File: config.mk
export PLATFORM = sky130hd
export DESIGN_NAME = pwm_ramp
export DESIGN_NICKNAME = d
export VERILOG_FILES = /design/src/rtl/pwm_ramp.sv
export SDC_FILE = /design/constraint.sdc
export NUM_CORES = 1
export LEC_CHECK = 0
export ABC_AREA = 0
export CAP_MARGIN = 20
export CORE_MARGIN = 2
export CORE_UTILIZATION = 30
export CTS_CLUSTER_DIAMETER = 40
export DETAILED_ROUTE_END_ITERATION = 16
export DONT_BUFFER_PORTS = 1
export GPL_TIMING_DRIVEN = 0
export PLACE_DENSITY = 0.44
export SYNTH_ARGS = -nofsm -noshare
export SYNTH_HDL_FRONTEND = slang
export SYNTH_SLANG_ARGS = --single-unit
File: constraint.sdc
create_clock -name clk -period 6.6 [get_ports clk]
set_input_delay 0.99 -clock clk [delete_from_list [all_inputs] [get_ports clk]]
set_output_delay 0.99 -clock clk [all_outputs]
set_load 0.02 [all_outputs]
File: src/rtl/pwm_ramp.sv
// pwm_ramp
// ---------------------------------------------------------------------------
// Front end of the PWM generator. It turns a signed speed command into an
// unsigned duty word plus a direction bit. Duty changes by at most `step` per
// ramp tick. On a direction reversal, duty ramps down to zero, stays at zero
// for a dwell period, then dir flips and duty ramps up again.
//
// Parameters:
//   nbits         duty width (must match the PWM generator)
//   step          duty change per ramp tick, 1 .. 2**nbits-1
//   ramp_div      clk cycles per ramp tick, >= 1
//   reverse_dwell ramp ticks at zero duty before dir flips, >= 0
//
// Ports:
//   clk        system clock
//   rst        synchronous reset, active-high
//   en         enable; low forces duty to 0 and parks the FSM in IDLE
//   target     signed two's-complement speed command, sampled every cycle
//   duty       registered unsigned duty word to the PWM generator
//   dir        registered direction, 0 = forward, 1 = reverse
//   at_target  duty and dir match the command
//   fsm_state  debug view of the FSM: 0 = IDLE, 1 = RUN, 2 = DWELL
// ---------------------------------------------------------------------------
module pwm_ramp #(
  parameter int nbits         = 10,
  parameter int step          = 8,
  parameter int ramp_div      = 4800,
  parameter int reverse_dwell = 10
) (
  input  logic             clk,
  input  logic             rst,
  input  logic             en,
  input  logic [nbits:0]   target,
  output logic [nbits-1:0] duty,
  output logic             dir,
  output logic             at_target,
  output logic [1:0]       fsm_state
);

  // Refuse to build with a prescaler or step that could never make progress.
  if (ramp_div < 1 || step < 1) begin : g_param_check
    $fatal(1, "pwm_ramp: ramp_div and step must both be >= 1");
  end

  localparam int pw = (ramp_div > 1) ? $clog2(ramp_div) : 1;
  localparam int dw = (reverse_dwell > 0) ? $clog2(reverse_dwell + 1) : 1;

  localparam logic [pw-1:0]    presc_last = pw'(ramp_div - 1);
  localparam logic [dw-1:0]    dwell_load = dw'(reverse_dwell);
  localparam logic [nbits-1:0] step_n     = nbits'(step);
  localparam logic [nbits:0]   step_w     = (nbits + 1)'(step);

  typedef enum logic [1:0] {
    IDLE  = 2'd0,
    RUN   = 2'd1,
    DWELL = 2'd2
  } state_t;

  state_t           state, state_next;
  logic [nbits-1:0] duty_next;
  logic             dir_next;
  logic [dw-1:0]    dwell, dwell_next;
  logic [pw-1:0]    presc;
  logic             tick;

  // -------------------------------------------------------------------------
  // Command decode
  // -------------------------------------------------------------------------
  logic             t_dir;
  logic [nbits:0]   abs_w;
  logic [nbits-1:0] t_mag;
  logic             reversal;

  always_comb begin
    t_dir = target[nbits];
    abs_w = t_dir ? (~target + 1'b1) : target;
    // Only the most negative command has its top bit set after negation.
    t_mag = abs_w[nbits] ? {nbits{1'b1}} : abs_w[nbits-1:0];
    reversal = (t_mag != '0) && (t_dir != dir);
  end

  // -------------------------------------------------------------------------
  // Ramp prescaler: tick is high for one cycle every ramp_div enabled cycles.
  // -------------------------------------------------------------------------
  assign tick = en && (presc == presc_last);

  always_ff @(posedge clk) begin
    if (rst || !en) begin
      presc <= '0;
    end else if (tick) begin
      presc <= '0;
    end else begin
      presc <= presc + 1'b1;
    end
  end

  // -------------------------------------------------------------------------
  // Slew arithmetic, done one bit wider than duty so duty+step cannot wrap.
  // -------------------------------------------------------------------------
  logic [nbits:0]   duty_w, mag_w, up_sum;
  logic [nbits-1:0] up_val, down_val, rev_val;

  always_comb begin
    duty_w   = {1'b0, duty};
    mag_w    = {1'b0, t_mag};
    up_sum   = duty_w + step_w;
    up_val   = (up_sum > mag_w) ? t_mag : up_sum[nbits-1:0];
    // Step down only if that does not undershoot the commanded magnitude.
    down_val = (duty_w >= (mag_w + step_w)) ? (duty - step_n) : t_mag;
    // Ramp toward zero ahead of a reversal.
    rev_val  = (duty_w > step_w) ? (duty - step_n) : '0;
  end

  // -------------------------------------------------------------------------
  // FSM next state and datapath updates
  // -------------------------------------------------------------------------
  always_comb begin
    state_next = state;
    duty_next  = duty;
    dir_next   = dir;
    dwell_next = dwell;

    if (!en) begin
      state_next = IDLE;
      duty_next  = '0;
      dwell_next = '0;
    end else begin
      unique case (state)
        IDLE: begin
          state_next = RUN;
        end

        RUN: begin
          if (tick) begin
            if (reversal) begin
              if (duty != '0) begin
                duty_next = rev_val;
              end else begin
                state_next = DWELL;
                dwell_next = dwell_load;
              end
            end else if (duty < t_mag) begin
              duty_next = up_val;
            end else if (duty > t_mag) begin
              duty_next = down_val;
            end
          end
        end

        DWELL: begin
          if (tick) begin
            if (!reversal) begin
              // Command came back to the current direction (or to zero).
              state_next = RUN;
            end else if (dwell == '0) begin
              // Duty is zero throughout the dwell, so dir may flip here.
              dir_next   = t_dir;
              state_next = RUN;
            end else begin
              dwell_next = dwell - 1'b1;
            end
          end
        end

        default: begin
          state_next = IDLE;
          duty_next  = '0;
          dwell_next = '0;
        end
      endcase
    end
  end

  always_ff @(posedge clk) begin
    if (rst) begin
      state <= IDLE;
      duty  <= '0;
      dir   <= 1'b0;
      dwell <= '0;
    end else begin
      state <= state_next;
      duty  <= duty_next;
      dir   <= dir_next;
      dwell <= dwell_next;
    end
  end

  // -------------------------------------------------------------------------
  // Status outputs
  // -------------------------------------------------------------------------
  assign at_target = (state == RUN) && en && (duty == t_mag) &&
                     ((t_dir == dir) || (t_mag == '0));
  assign fsm_state = state;

endmodule

==> impl_metrics.env <==
export IMPL_status="finished, final reports clean"
export IMPL_dp_hpwl_mm=7.47
export IMPL_rsz0062_at_grt="no"
export IMPL_r2r_cells=10
export IMPL_area_growth_pct=8.17
export IMPL_ys_ff_latch=30
export IMPL_worstReg2RegEnd="duty[1]"
export IMPL_cp_startpoint="target[4]"
export IMPL_swShare_pct=35.5
export IMPL_r2r_start="duty[3]"
export IMPL_yosysMostFrequentCell="nor2_1"
export IMPL_detail_route_wl_per_cell_um=17.6
export IMPL_crit_chain="buf_6 > nor4_4 > nand4_2 > nand2_1 > ha_1 > or3b_2 > nor3_1 > xor2_1 > ha_1 > nand4_1 > nor2_1 > o22ai_1 > a21o_1 > a21oi_1 > a21oi_1 > o211a_1 > mux2_2"
export IMPL_vias=3081
export IMPL_clock_path_buffers=2
export IMPL_ant_nets=0
export IMPL_slew_violations=0
export IMPL_p_switching_uw=177
export IMPL_ctsHoldBuffers=0
export IMPL_clock_root_buffer="clkbuf_8"
export IMPL_internal_power_uw=320
export IMPL_viasPerCell=5.50
export IMPL_hold_violations=0
export IMPL_dr_first_iter_drc_count=198
export IMPL_power_share_combinational_pct=28.3
export IMPL_cp_start_kind="input pin"
export IMPL_fin_crit_ns=5.19
export IMPL_syn_nets=465
export IMPL_nets=472
export IMPL_end_kind="flop"
export IMPL_p_leak_nw=1.39
export IMPL_synth_distinct_cells=71
export IMPL_fin_area_um2=3510
export IMPL_cts_sinks=30
export IMPL_synth_edf_count=0
export IMPL_drive_gt1_share_pct=8.96
export IMPL_skew_ns=0.0104
export IMPL_timing_final_ws_setup_ns=1.41
export IMPL_pwr_share_clk_pct=33.3
export IMPL_start_util_pct=31.2
export IMPL_register_area_um2=601
export IMPL_async_flop_share_pct=0
export IMPL_antenna_found_initial=0
export IMPL_insertedDiodeCount=0
export IMPL_drt_wl_total_mm=9.84
export IMPL_pre_cts_ws_ns=1.12
export IMPL_relSlewSlack_pct=47.0
export IMPL_ctsHtreeMaxLevel=2
export IMPL_synthCells=416
export IMPL_cp_max_fo=9
export IMPL_synthTopCellsByCount="nor2_1, ha_1, nand2_1, dfxtp_1, nand3_1"
export IMPL_power_density_nw_per_um2=141
export IMPL_die_w_um=108
export IMPL_syn_avg_cell_area_um2=7.81
export IMPL_grt_max_degree=12
export IMPL_gp_congestion=0.832
export IMPL_grt_first_pass_wirelength_mm=15.7
export IMPL_min_path_type="reg2reg"
export IMPL_crit_end="duty[1]"
export IMPL_drc=0
export IMPL_pin_count=28
export IMPL_clkSlewWorstSetupHoldPaths_ns=0.07
export IMPL_synth_area_leaders="dfxtp_1, ha_1, nor2_1, xor2_1, xnor2_1"
export IMPL_p_seq_share_pct=38.4
export IMPL_tightestPinTransition_ns=0.786
export IMPL_finalSetupViolations=0
export IMPL_grt_overflow_total=0
export IMPL_grt_pass1_vias=3015
export IMPL_cts_resized=0
export IMPL_clock_latency_ns=0.29
export IMPL_cts_setup_buffers=0
export IMPL_multi_input_area_um2=2460
export IMPL_crit_slowest_cell="nor4_4"
export IMPL_fillers=1125
export IMPL_die_height_um=108
export IMPL_vdd_drop_max_mv=0.0703
export IMPL_netlist_area_leader_share_pct=18.5
export IMPL_synth_main_ff_cell="dfxtp_1"
export IMPL_cap_violations=0
export IMPL_worstSetupPathType="in2reg"
export IMPL_r2r_slack_ns=2.92
export IMPL_crit_required_ns=6.78
export IMPL_cts_tree="yes"
export IMPL_gr_usage_all_layers_pct=17.0
export IMPL_max_freq_mhz=193
export IMPL_ys_seq_area_share_pct=18.5
export IMPL_slowest_delay_ns=0.54
export IMPL_ys_warn_count=0
export IMPL_finalSetupTns_ns=0
export IMPL_dr_pass1_iters=4
export IMPL_worstPathArrival_ns=5.37
export IMPL_finalCritPeriodShare_pct=78.6
export IMPL_rows=37
export IMPL_die_area_um2=11700
export IMPL_synth_area_um2=3250
export IMPL_post_dp_cell_area_um2=3420
export IMPL_core_region_area_um2=10400
export IMPL_cts_buffers_inserted=5
export IMPL_synth_area_leader_cell="dfxtp_1"
export IMPL_io_buffers=0
export IMPL_fin_hold_ws_ns=0.501
worst max-delay path: cells and delay by family:
kind / cells / cell delay (ns)
AOI/OAI and AO/OA: 5 / 1.27
xor gates and xnor gates: 1 / 0.18
adders and majority gates: 2 / 0.48
buffers and inverters: 1 / 0.12
muxes: 1 / 0.35
and+or+nand+nor: 7 / 1.97
flip-flops by register name (all words and copies together) (netlist names):
signal and count:
duty 10, dwell 4, fsm_state 2, dir 1, presc 13
how the worst min path moves through the flow:
stage               depth (start not counted)  slack (ns)        to  startpoint
floorplan                                   1        0.45  presc[0]    presc[0]
finish                                      1        0.50  presc[0]    presc[0]
global placement                            1        0.48  presc[0]    presc[0]
CTS                                         1        0.51  presc[0]    presc[0]
global route                                1        0.52  presc[0]    presc[0]
detailed placement                          1        0.49  presc[0]    presc[0]
power by group through the flow:
| stage | logic, mW | registers (mW) | clock network [mW] |
|---|---|---|---|
| 2_1_floorplan | 0.108 | 0.193 | 0 |
| 3_3_place_gp | 0.140 | 0.195 | 0 |
| 3_5_place_dp | 0.140 | 0.195 | 0 |
| 4_1_cts | 0.141 | 0.191 | 0.169 |
| 5_1_grt | 0.157 | 0.191 | 0.177 |
| 6_report | 0.141 | 0.191 | 0.166 |
layer usage:
metal / vias to the layer above / track usage [%] / wire [um]
li1: 1564 / - / -
met1: 1461 / 23.8 / 4880
met2: 52 / 28.4 / 4580
met3: 4 / 2.23 / 318
met4: 0 / 2.93 / 58
met5: - / 0 / 0
layout by cell type (no fill, tap or decap), types with 10 or more instances in the layout:
master | netlist | final
nand2_1 | 34 | 34
nor2_1 | 38 | 38
a21oi_1 | 14 | 14
dfxtp_1 | 30 | 30
xnor2_1 | 15 | 15
xor2_1 | 16 | 16
nor3_1 | 12 | 12
ha_1 | 35 | 35
nand3_1 | 24 | 24
nand4_1 | 10 | 10
inv_1 | 21 | 21
o21ai_0 | 18 | 18
logic make-up after synthesis:
logic type,Yosys count,share of synthesized area [%]
and+or+nand+nor,171,28.5
AOI/OAI and AO/OA,103,23.6
buffers and inverters,40,5.66
adders and majority gates,35,13.5
xor gates and xnor gates,31,8.36
DFF,30,18.5
muxes,6,1.93
through the flow:
stage               instances  util [%]  total power [mW]
detailed placement        552      32.8             0.335
CTS                       560      33.7             0.501
global route              560      33.7             0.525
finish                    560      33.7             0.497
floorplan                 416         -             0.301
global placement          552      32.8             0.335
area by class of cell:
cell class	instances	area share, %
Clock inverter	2	0.356
Tap cell	136	4.84
Inverter	21	2.24
Sequential cell	30	17.1
Multi-Input combinational cell	346	70.1
Clock buffer	6	2.35
Buffer	19	2.99
(Power assumes the default switching activity.)
